--- src/rtl/timer_pkg.sv ---
// Shared definitions for the countdown timer: FSM state encodings and a
// small state-decode helper used by the top level.
package timer_pkg;

  typedef logic [1:0] state_t;

  localparam state_t IDLE   = 2'd0;
  localparam state_t RUN    = 2'd1;
  localparam state_t PAUSED = 2'd2;
  localparam state_t DONE   = 2'd3;

  // Busy covers every state in which a count is in progress, running or frozen.
  function automatic logic state_is_busy(input state_t s);
    return (s == RUN) || (s == PAUSED);
  endfunction

endpackage

--- src/rtl/down_counter_ld.sv ---
// Loadable down counter with enable and zero flag.
// A load always wins over the enable. A decrement at zero is suppressed,
// so the count can never wrap below zero.
module down_counter_ld #(
  parameter int WIDTH = 4
) (
  input  logic             clk_i,
  input  logic             rst_i,
  input  logic             load_i,
  input  logic [WIDTH-1:0] load_value_i,
  input  logic             en_i,
  output logic [WIDTH-1:0] count_o,
  output logic             zero_o
);

  logic [WIDTH-1:0] count_q;
  logic [WIDTH-1:0] count_d;

  // Next count: load, else saturating decrement, else hold.
  always_comb begin
    count_d = count_q;
    if (load_i) begin
      count_d = load_value_i;
    end else if (en_i && (count_q != '0)) begin
      count_d = count_q - WIDTH'(1);
    end
  end

  // Count register with synchronous active-high reset.
  always_ff @(posedge clk_i) begin
    if (rst_i) begin
      count_q <= '0;
    end else begin
      count_q <= count_d;
    end
  end

  assign count_o = count_q;
  assign zero_o  = (count_q == '0);

endmodule

--- src/rtl/countdown_timer.sv ---
// Countdown timer: IDLE/RUN/PAUSED/DONE control FSM around a loadable
// down counter, with optional automatic restart from a stored reload value.
//
// Control handshake: there is no valid/ready pair here. Load, Start and Pause
// are level-sampled commands, each evaluated on every rising edge of Clk.
// Priority is Reset > Load > Pause > Start. A command with no meaning in the
// current state is ignored. Every output is either a register or a decode of
// the state register, so no input reaches an output in the same cycle.
module countdown_timer
  import timer_pkg::*;
#(
  parameter int WIDTH       = 4,
  parameter int AUTO_RELOAD = 0
) (
  input  logic             Clk,
  input  logic             Reset,
  input  logic             Load,
  input  logic [WIDTH-1:0] LoadValue,
  input  logic             Start,
  input  logic             Pause,
  output logic [WIDTH-1:0] Count,
  output logic             Busy,
  output logic             Done,
  output logic             Zero,
  output state_t           DbgState
);

  localparam logic [WIDTH-1:0] CountOne = WIDTH'(1);

  state_t           state_q;
  state_t           state_d;
  logic [WIDTH-1:0] reload_q;
  logic [WIDTH-1:0] reload_d;

  logic             cnt_load;
  logic [WIDTH-1:0] cnt_value;
  logic             cnt_en;
  logic [WIDTH-1:0] cnt_count;
  logic             cnt_zero;
  logic             restart;

  // Automatic restart only makes sense when there is a non-zero value to restart from.
  assign restart = (AUTO_RELOAD != 0) && (reload_q != '0);

  // State register; reset aborts any count without producing a Done pulse.
  always_ff @(posedge Clk) begin
    if (Reset) begin
      state_q <= IDLE;
    end else begin
      state_q <= state_d;
    end
  end

  // Next-state logic; Load returns to IDLE from any state.
  always_comb begin
    state_d = state_q;
    if (Load) begin
      state_d = IDLE;
    end else begin
      case (state_q)
        IDLE: begin
          if (Start) begin
            state_d = cnt_zero ? DONE : RUN;
          end
        end
        RUN: begin
          if (Pause) begin
            state_d = PAUSED;
          end else if (cnt_count <= CountOne) begin
            // The decrement on this edge reaches zero.
            state_d = DONE;
          end
        end
        PAUSED: begin
          if (Start && !Pause) begin
            state_d = RUN;
          end
        end
        DONE: begin
          state_d = restart ? RUN : IDLE;
        end
        default: state_d = IDLE;
      endcase
    end
  end

  // Output decode from the state register only.
  always_comb begin
    Busy     = state_is_busy(state_q);
    Done     = (state_q == DONE);
    DbgState = state_q;
  end

  // Counter controls: decrement only while running, reload on Load or on restart.
  always_comb begin
    cnt_load  = Load || ((state_q == DONE) && restart);
    cnt_value = Load ? LoadValue : reload_q;
    cnt_en    = (state_q == RUN) && !Pause && !Load;
  end

  // Reload value follows every accepted Load.
  always_comb begin
    reload_d = reload_q;
    if (Load) begin
      reload_d = LoadValue;
    end
  end

  // Reload register with synchronous active-high reset.
  always_ff @(posedge Clk) begin
    if (Reset) begin
      reload_q <= '0;
    end else begin
      reload_q <= reload_d;
    end
  end

  down_counter_ld #(
    .WIDTH(WIDTH)
  ) u_counter (
    .clk_i       (Clk),
    .rst_i       (Reset),
    .load_i      (cnt_load),
    .load_value_i(cnt_value),
    .en_i        (cnt_en),
    .count_o     (cnt_count),
    .zero_o      (cnt_zero)
  );

  assign Count = cnt_count;
  assign Zero  = cnt_zero;

endmodule

--- config.mk ---
export PLATFORM = sky130hd
export DESIGN_NAME = countdown_timer
export DESIGN_NICKNAME = d
export VERILOG_FILES = /design/src/rtl/timer_pkg.sv /design/src/rtl/down_counter_ld.sv /design/src/rtl/countdown_timer.sv
export SDC_FILE = /design/constraint.sdc
export NUM_CORES = 1
export LEC_CHECK = 0
export BUFFER_PORTS_ARGS = -buffer_cell sky130_fd_sc_hd__buf_2
export CAP_MARGIN = 25
export CORE_UTILIZATION = 40
export CTS_BUF_LIST = sky130_fd_sc_hd__clkbuf_4 sky130_fd_sc_hd__clkbuf_8
export DETAILED_ROUTE_END_ITERATION = 16
export GPL_ROUTABILITY_DRIVEN = 0
export PLACE_DENSITY = 0.64
export SETUP_SLACK_MARGIN = 0.5
export SYNTH_ARGS = -nofsm -noshare
export SYNTH_HDL_FRONTEND = slang
export SYNTH_HIERARCHICAL = 1
export SYNTH_SLANG_ARGS = --single-unit
export TNS_END_PERCENT = 1
--- constraint.sdc ---
create_clock -name Clk -period 1.65 [get_ports Clk]
set_input_delay 0.33 -clock Clk [delete_from_list [all_inputs] [get_ports Clk]]
set_output_delay 0.33 -clock Clk [all_outputs]
set_load 0.02 [all_outputs]
==> impl_results.md, run 1 <==
* Vias at between 500 and 600
* Post-route ant nets at 0
* HP Class: primary input to register
* # clock sinks at 10
* Max-slew violations at 0
* Final HPWL DP at a little under 1000 µm
* Port-buffer cells at 17
* Leakage at 0.414 nW
* Io pins at 18
* CP Capture Type: output pin
* Mean Syn Cell Area at 9.78 µm²
* CP required at 1.32 ns
* WL met2 at 782 µm
* Vias in the first global route at 530
* WL met3 at 30 µm
* Setup TNS Final at -0.0673 ns
* Largest stage delay, worst path at between 0.3 and 0.4 ns
* Die Area at 1750 µm²
* Syn_nets at 79
* Mapped Area at around 640 µm²
* Crit-path max FO at 2
* Startpoint Class: register
* TritonCTS clock tree: built
* Ys Warns at 6
* Dominant cell type by area after synthesis: dfxtp_1
* Power per cell area at 754 nW/µm²
* Vias/cell at ~5.2
* GRT overflow at 0
* CTS clock-pin slew for the worst setup and hold paths at ~0.070 ns
* Largest cells by area after synthesis: dfxtp_1 (31%), ha_1 (9.8%), mux2_2 (8.9%)
* Core ar. at between 1000 and 1500 µm²
* Seq/Total Area, Yosys at a little under a third
* Area Overhead vs Synth at 59.1%
* Setup violators final at 1
* Die span in y at ~42 µm
* Longest Clk Path Bufs at 2
* Avg WL per Cell at 13.7 µm
* Initial antenna violation count at 0
* Num CTS Buffers at 3
* Ys async rst share at 0%
* Slew @ Worst Pin at between 0.2 and 0.3 ns
* Final period util at 104%
* Clk_lat worst skew at 0.27 ns
* Top post-synthesis cells by count: dfxtp_1 (10), nor2_1 (8), nand2_1 (7)
* Max Fclk at between 500 and 600 MHz
* Diodes inserted at 0
* Buf+Inv Stages, Crit Path at 3
* GRT Resource Usage Total at a little under a fifth
* Residual DRC count at 0
* Largest net degree at the start of global routing at 12
* #FFs+latches synth at 10
* Final worst slack at -0.0673 ns
* Die width at ~42 µm
* Total wire length at 1490 µm
* Fillcell total at approximately 130
* Slowest stage cell, crit path: or3b_4
* Final Hold Fails at 0
* Iteration-0 DRC Markers at 10
* Wire length on met1 at 677 µm
* Top sig layer: met3
* Post-Syn Instances at 65
* Clk Tree Root Cell: clkbuf_4
* First-pass GRT wire length at 2470 µm
* Critical Path AT at roughly 1.4 ns
* Slew HR at 81.9%
* Top_reg_cell synth: dfxtp_1
* RSZ-0062 raised after global routing: yes
* First-pass iteration count of the detailed router at 4
* Cell Chain, Critical Path: inv_4 -> ha_4 -> or3b_4 -> inv_2 -> buf_6
* Count leader, synth: dfxtp_1
* Row count at 14
* Max cap viols at 0
* Initial Util at 42.7%
* Post-synth EDFFs at 0
* Failing checks: setup timing
* CP top delay family: simple AND/OR/NAND/NOR gates
* Total Power at 0.762 mW
* Layout cells sized above 1 at 62.4%
* CTS H-tree lvls at 1
* Minimum clock period at 1.72 ns
* Status: finished, violations left
* Synth top area share at between 30% and 40%
* Peak VDD IR at 0.580 mV
* Final nets at 108
* Setup Skew at 0.00119 ns
* Critical path type: register to output pin
* Yosys cell types at 24
-- flip-flops by register name (all words and copies together) (netlist names) --
signal,flops
reload_q,4
DbgState,2
u_counter/count_o,4
-- worst paths after layout --
path	start	endpoint	slack (ns)	depth (start not counted)
setup reg to reg	u_counter/count_o[0]	u_counter/count_o[0]	0.06	6
hold reg to reg	DbgState[1]	DbgState[1]	0.54	2
setup / recovery	u_counter/count_o[0]	Zero	-0.07	5
hold / removal	Reset	reload_q[2]	0.39	2
-- worst register-to-register path, cell delays in order (launching register included) --
cell	delay [ns]
dfxtp_4	0.35
inv_4	0.06
ha_4	0.13
or3b_4	0.39
buf_4	0.17
a21o_1	0.17
a311oi_1	0.23
-- placed cells by master (no fill, tap or decap), types with 4 or more instances in the layout --
cell type / n
buf_4: 7
mux2_2: 5
nor2_1: 6
dfxtp_1: 4
buf_2: 8
buf_6: 9
dfxtp_4: 6
nand2_1: 7
ha_4: 4
inv_4: 4
-- cells by family after synthesis --
kind of cell | Yosys count | share of synthesized area [%]
multiplexers | 8 | 13.6
flip-flops | 10 | 31.5
AO/OA/AOI/OAI | 8 | 14.6
adder cells (fa/ha/maj) | 5 | 9.84
AND/OR/NAND/NOR | 28 | 27.0
buffers and inverters | 6 | 3.54
-- per-layer routing --
| metal | vias up | track usage (%) |
|---|---|---|
| met4 | 0 | 5.81 |
| met1 | 274 | 25.3 |
| met5 | - | 0 |
| met3 | 0 | 3.91 |
| met2 | 8 | 29.4 |
| li1 | 290 | - |
-- power by group --
group          leakage, nW  switching, mW  internal [mW]  total, mW
sequential          0.0865         0.0234          0.256      0.279
clock               0.0210         0.0957          0.134      0.230
combinational        0.307          0.120          0.132      0.253
total                0.414          0.240          0.522      0.762
-- per-stage QoR --
stage	std cells	hold WS [ns]	cell area [µm²]	setup WS (ns)	util, %
after floorplan	65	0.392	694	0.176	-
after global placement	98	0.492	800	0.124	53.7
after detailed placement	98	0.506	800	0.117	53.7
after CTS	108	0.391	988	-0.0577	66.4
after global routing	109	0.397	1010	-0.123	67.9
final	109	0.392	1010	-0.0673	67.9
-- area by class of cell --
type | instances | area (µm²) | share of cell area [%]
clock buffer | 4 | 36.3 | 3.59
sequential | 10 | 223 | 22.0
tap | 16 | 20.0 | 1.98
timing repair buffer | 24 | 194 | 19.2
inverter | 6 | 32.5 | 3.22
multi-input combinational | 49 | 505 | 50.0
-- repair_timing --
action | CTS | global route
pin swaps | 13 | 9
setup buffers | 6 | 1
hold endpoints to repair | 0 | 0
hold buffers | 0 | 0
gates resized for setup | 30 | 4
setup endpoints to repair | 15 | 15
Power figures use the tool's default switching activity.
==> run 2, diff against run 1 <==
--- a/config.mk
+++ b/config.mk
@@ -11,6 +11,7 @@
 export CTS_BUF_LIST = sky130_fd_sc_hd__clkbuf_4 sky130_fd_sc_hd__clkbuf_8
 export DETAILED_ROUTE_END_ITERATION = 16
 export GPL_ROUTABILITY_DRIVEN = 0
+export HOLD_SLACK_MARGIN = 0.06
 export PLACE_DENSITY = 0.64
 export SETUP_SLACK_MARGIN = 0.5
 export SYNTH_ARGS = -nofsm -noshare
==> constraint.sdc (replaced) <==
create_clock -name Clk -period 1.65 [get_ports Clk]
set_input_delay 0.4125 -clock Clk [delete_from_list [all_inputs] [get_ports Clk]]
set_output_delay 0.4125 -clock Clk [all_outputs]
set_load 0.02 [all_outputs]
==> run 2 against run 1 <==
Compared with the run above: the run still ends with setup timing left; clock skew rose by 0.0012 ns; sequential power fell by 3%; hold slack improved by 0.078 ns; worst setup slack got worse by 0.058 ns; non-clock buffer count rose by 4; total power fell by 2.7%; sequential share of layout area barely moved; clock-buffer cell count did not move; wire length fell by 8.8%; clock power fell by 4%.
==> impl_results.md, run 2 (synthesized netlist as in run 1, its figures left out) <==
* Status: finished, violations left
* Failing checks: setup timing
* Setup violators final at 1
* Critical Path AT at around 1.4 ns
* Fillcell total at approximately 130
* CP Capture Type: output pin
* RSZ-0062 raised after global routing: yes
* Clk_lat worst skew at 0.27 ns
* Leakage at 0.437 nW
* Row count at 14
* Slew @ Worst Pin at 0.285 ns
* Post-route ant nets at 0
* Total wire length at 1360 µm
* Commonest non-fill, non-tap cells in the layout: buf_2 (10), buf_6 (10), buf_4 (8)
* First-pass iteration count of the detailed router at 4
* Area occupied by multi-input gates at 460 µm²
* Die Area at 1750 µm²
* Startpoint Class: register
* Die width at 41.9 µm
* Critical path type: register to output pin
* Slew HR at 80.9%
* Area after DPL at roughly 810 µm²
* Layout cells sized above 1 at 58.8%
* Port-buffer cells at 17
* Iteration-0 DRC Markers at 8
* Largest stage delay, worst path at 0.40 ns
* Initial antenna violation count at 0
* Slowest stage cell, crit path: or3b_4
* Final HPWL DP at 951 µm
* HP Class: primary input to register
* Io pins at 18
* CP most frequent cell: inv_4
* Dpl cells at 101
* CP required at 1.24 ns
* Final Hold Fails at 0
* Crit-path max FO at 2
* Core ar. at 1490 µm²
* CTS clock-pin slew for the worst setup and hold paths at 0.07 ns
* Initial Util at between 40 and 50%
* CTS H-tree lvls at 1
* Final period util at 108%
* Area Overhead vs Synth at 55.3%
* GRT overflow at 0
* Minimum clock period at 1.78 ns
* Design Area, Final at 987 µm²
* Max-slew violations at 0
* # clock sinks at 10
* Final nets at 112
* Clk Tree Root Cell: clkbuf_4
* Power per cell area at 751 nW/µm²
* GRT Resource Usage Total at 17.5%
* Non-Filler Instances at 113
* Peak VDD IR at 0.556 mV
* Vias in the first global route at 543
* Setup Skew at ~0.0024 ns
* Largest net degree at the start of global routing at 12
* Vias at 575
* Cell Chain, Critical Path: inv_4 -> ha_4 -> or3b_4 -> inv_4 -> buf_6
* Final worst slack at -0.126 ns
* Residual DRC count at 0
* Diodes inserted at 0
* Max Fclk at 563 MHz
* Avg WL per Cell at 12.0 µm
* First-pass GRT wire length at 2280 µm
* Vias/cell at 5.09
* Register Area at 218 µm²
* TritonCTS clock tree: built
* Die span in y at 41.9 µm
* Longest Clk Path Bufs at 2
* Max cap viols at 0
* Num CTS Buffers at 3
## run 2: cell types whose count changed in the layout (fill, tap and decap cells not counted), sizes merged
cell	change
buf	+4
## run 2: path summary, 6_finish.rpt
path | slack [ns] | start | depth (start not counted) | to
max | -0.13 | u_counter/count_o[1] | 5 | Zero
min | 0.47 | Reset | 2 | reload_q[2]
max reg2reg | 0.03 | u_counter/count_o[1] | 6 | u_counter/count_o[0]
min reg2reg | 0.51 | DbgState[1] | 2 | DbgState[1]
## run 2: what timing repair did
item / in CTS / in global routing
hold endpoints to repair: 0 / 0
pin swaps: 5 / 7
endpoints found under the setup margin: 15 / 15
setup buffers: 6 / 2
gates resized for setup: 17 / 8
hold buffers: 0 / 0
## run 2: area by class of cell
| cell class | instances | area share [%] |
|---|---|---|
| Multi-Input combinational cell | 49 | 46.6 |
| Timing Repair Buffer | 28 | 22.6 |
| Sequential cell | 10 | 22.1 |
| Clock buffer | 4 | 3.68 |
| Inverter | 6 | 3.04 |
| Tap cell | 16 | 2.03 |
## run 2: critical path, delay by kind of cell, from the launching register on
kind	cells	cell delay [ns]
buffers and inverters	3	0.24
AND/OR/NAND/NOR	1	0.40
adder cells (fa/ha/maj)	1	0.12
flip-flops	1	0.35
## run 2: power by group
group          internal (mW)  switching, mW
Combinational          0.132          0.119
Clock                  0.134         0.0856
Sequential             0.257         0.0140
## run 2: through the flow
stage	total power [mW]	worst slack, ns	TNS [ns]	utilization (%)	hold WS [ns]
detailed placement	0.469	0.0364	0	54.5	0.488
floorplan	0.409	0.153	0	-	0.475
global placement	0.467	0.0530	0	54.5	0.484
finish	0.741	-0.126	-0.126	66.3	0.470
global route	0.783	-0.166	-0.233	66.3	0.467
CTS	0.733	-0.125	-0.134	63.4	0.461
## run 2: metal layers
layer	wire [µm]	vias to the layer above	part of all wire (%)	global-route usage [%]
met2	651	11	48	26.9
met5	0	-	0	0
met3	59	2	4.3	7.83
met1	635	267	47	21.6
met4	12	0	0.88	5.81
li1	-	295	-	-
==> run 3, diff against run 2 <==
--- a/config.mk
+++ b/config.mk
@@ -5,10 +5,10 @@
 export SDC_FILE = /design/constraint.sdc
 export NUM_CORES = 1
 export LEC_CHECK = 0
+export ABC_CLOCK_PERIOD_IN_PS = 1650
 export BUFFER_PORTS_ARGS = -buffer_cell sky130_fd_sc_hd__buf_2
-export CAP_MARGIN = 25
 export CORE_UTILIZATION = 40
-export CTS_BUF_LIST = sky130_fd_sc_hd__clkbuf_4 sky130_fd_sc_hd__clkbuf_8
+export CTS_BUF_LIST = sky130_fd_sc_hd__clkbuf_16
 export DETAILED_ROUTE_END_ITERATION = 16
 export GPL_ROUTABILITY_DRIVEN = 0
 export HOLD_SLACK_MARGIN = 0.06
==> run 3 against run 2 <==
Compared with the run above: the run still ends with setup timing left; clock-buffer cell count decreased by 1; critical path depth did not move; combinational power up 20%; non-clock buffer count grew 1; critical path type unchanged; largest power group is now clock.
==> impl_results.md, run 3 (synthesized netlist as in run 1, its figures left out) <==
* Initial antenna violation count at 0
* GRT overflow at 0
* Final period util at 107%
* Final Hold Fails at 0
* Commonest non-fill, non-tap cell in the layout: buf_6
* Minimum clock period at between 1.5 and 2 ns
* Num CTS Buffers at 3
* Register Area at 218 µm²
* CTS H-tree lvls at 1
* CP Capture Type: output pin
* Total wire length at about 1700 µm
* Reg2Reg Launch Point: u_counter/count_o[0]
* Slew HR at 78.3%
* # hold bufs at CTS at 0
* Worst slack at placement at between 0.03 and 0.04 ns
* Iteration-0 DRC Markers at 7
* Residual DRC count at 0
* Area occupied by multi-input gates at 524 µm²
* First-pass iteration count of the detailed router at 4
* # clock sinks at 10
* Max-slew violations at 0
* Longest Clk Path Bufs at 2
* Io pins at 18
* Commonest non-fill, non-tap cells in the layout: buf_6 (13), buf_2 (8), buf_4 (8)
* Dpl cells at roughly 100
* Worst Hold Depth at 2
* TritonCTS clock tree: built
* Failing checks: setup timing
* CTS clock-pin slew for the worst setup and hold paths at 0.04 ns
* Power per cell area at roughly 900 nW/µm²
* Vias/cell at 5.26
* Peak VDD IR at 0.691 mV
* Layout cells sized above 1 at 65.3%
* Min-Delay Endpoint: reload_q[2]
* Core ar. at ~1500 µm²
* Status: finished, violations left
* Final nets at 113
* Worst reg2reg path endpoint: u_counter/count_o[0]
* Total Power at 1.01 mW
* Hold_sp: Reset
* Vias at 600
* Vias in the first global route at 586
* Setup Skew at 0.000694 ns
* Final worst slack at -0.112 ns
* Slew @ Worst Pin at 0.325 ns
* Setup violators final at 1
* CP required at 1.24 ns
* GRT Resource Usage Total at 20.9%
* Clk_lat worst skew at 0.24 ns
* HP Class: primary input to register
* Avg WL per Cell at 14.6 µm
* Die width at 41.9 µm
* Row count at 14
* Crit-path max FO at 3
* Critical path type: register to output pin
* Largest net degree at the start of global routing at 12
* Port-buffer cells at 17
* Post-route ant nets at 0
* Critical Path AT at 1.35 ns
* First-pass GRT wire length at 2650 µm
* Leakage at 0.468 nW
* Final HPWL DP at 951 µm
* Non-Filler Instances at 114
* Die span in y at ~42 µm
* RSZ-0062 raised after global routing: yes
* Initial Util at 42.7%
* Reg2reg path depth at 6
* Clk Tree Root Cell: clkbuf_16
* Setup TNS Final at -0.112 ns
* Fillcell total at 103
* Area Overhead vs Synth at 77.0%
* Final hold slack at 0.507 ns
* Flop-to-flop setup slack at around 0.010 ns
* Diodes inserted at 0
* Max Fclk at roughly 570 MHz
* Startpoint Class: register
* Die Area at 1750 µm²
* Max cap viols at 0
-- run 3: layout make-up --
type | instances | share of cell area (%)
clock buffers | 3 | 6.67
clock inverters | 1 | 0.334
inverters | 6 | 3.34
multi-input cells | 49 | 46.6
flip-flops and latches | 10 | 19.4
well taps | 16 | 1.78
repair buffers | 29 | 21.9
-- run 3: critical path: stages, from the launching register on --
cell,delay [ns]
dfxtp_4,0.34
inv_4,0.07
ha_4,0.13
or3b_4,0.40
inv_4,0.07
buf_6,0.11
-- run 3: worst max path at each step --
| stage | startpoint | end | slack (ns) | depth (start not counted) |
|---|---|---|---|---|
| 3_3_place_gp | u_counter/count_o[1] | Zero | 0.05 | 5 |
| 6_report | u_counter/count_o[0] | Zero | -0.11 | 5 |
| 3_5_place_dp | u_counter/count_o[1] | Zero | 0.04 | 5 |
| 5_1_grt | u_counter/count_o[0] | Zero | -0.13 | 5 |
| 2_1_floorplan | u_counter/count_o[1] | Zero | 0.15 | 4 |
| 4_1_cts | u_counter/count_o[1] | Zero | -0.08 | 5 |
-- run 3: timing repair --
item / CTS / global route
endpoints found under the setup margin: 16 / 15
resized for setup: 40 / 4
buffers inserted: 6 / 3
pin swaps: 13 / 11
gates cloned: 0 / 0
-- run 3: through the flow --
| step | util (%) | instance area (µm²) |
|---|---|---|
| after floorplan | - | 684 |
| after global placement | 54.5 | 812 |
| after detailed placement | 54.5 | 812 |
| after CTS | 73.3 | 1090 |
| after global routing | 75.5 | 1120 |
| final | 75.5 | 1120 |
-- run 3: where the power goes --
part / switching [mW] / total, mW / internal [mW]
sequential: 0.0170 / 0.276 / 0.259
clock: 0.116 / 0.433 / 0.318
combinational: 0.140 / 0.299 / 0.159
total: 0.273 / 1.01 / 0.735
-- run 3: routing by layer --
metal / global-route usage, % / wire (µm) / vias to the layer above
met1: 25.4 / 748 / 287
li1: - / - / 302
met3: 7.83 / 50 / 2
met2: 34.4 / 849 / 9
met4: 5.81 / 12 / 0
met5: 0 / 0 / -
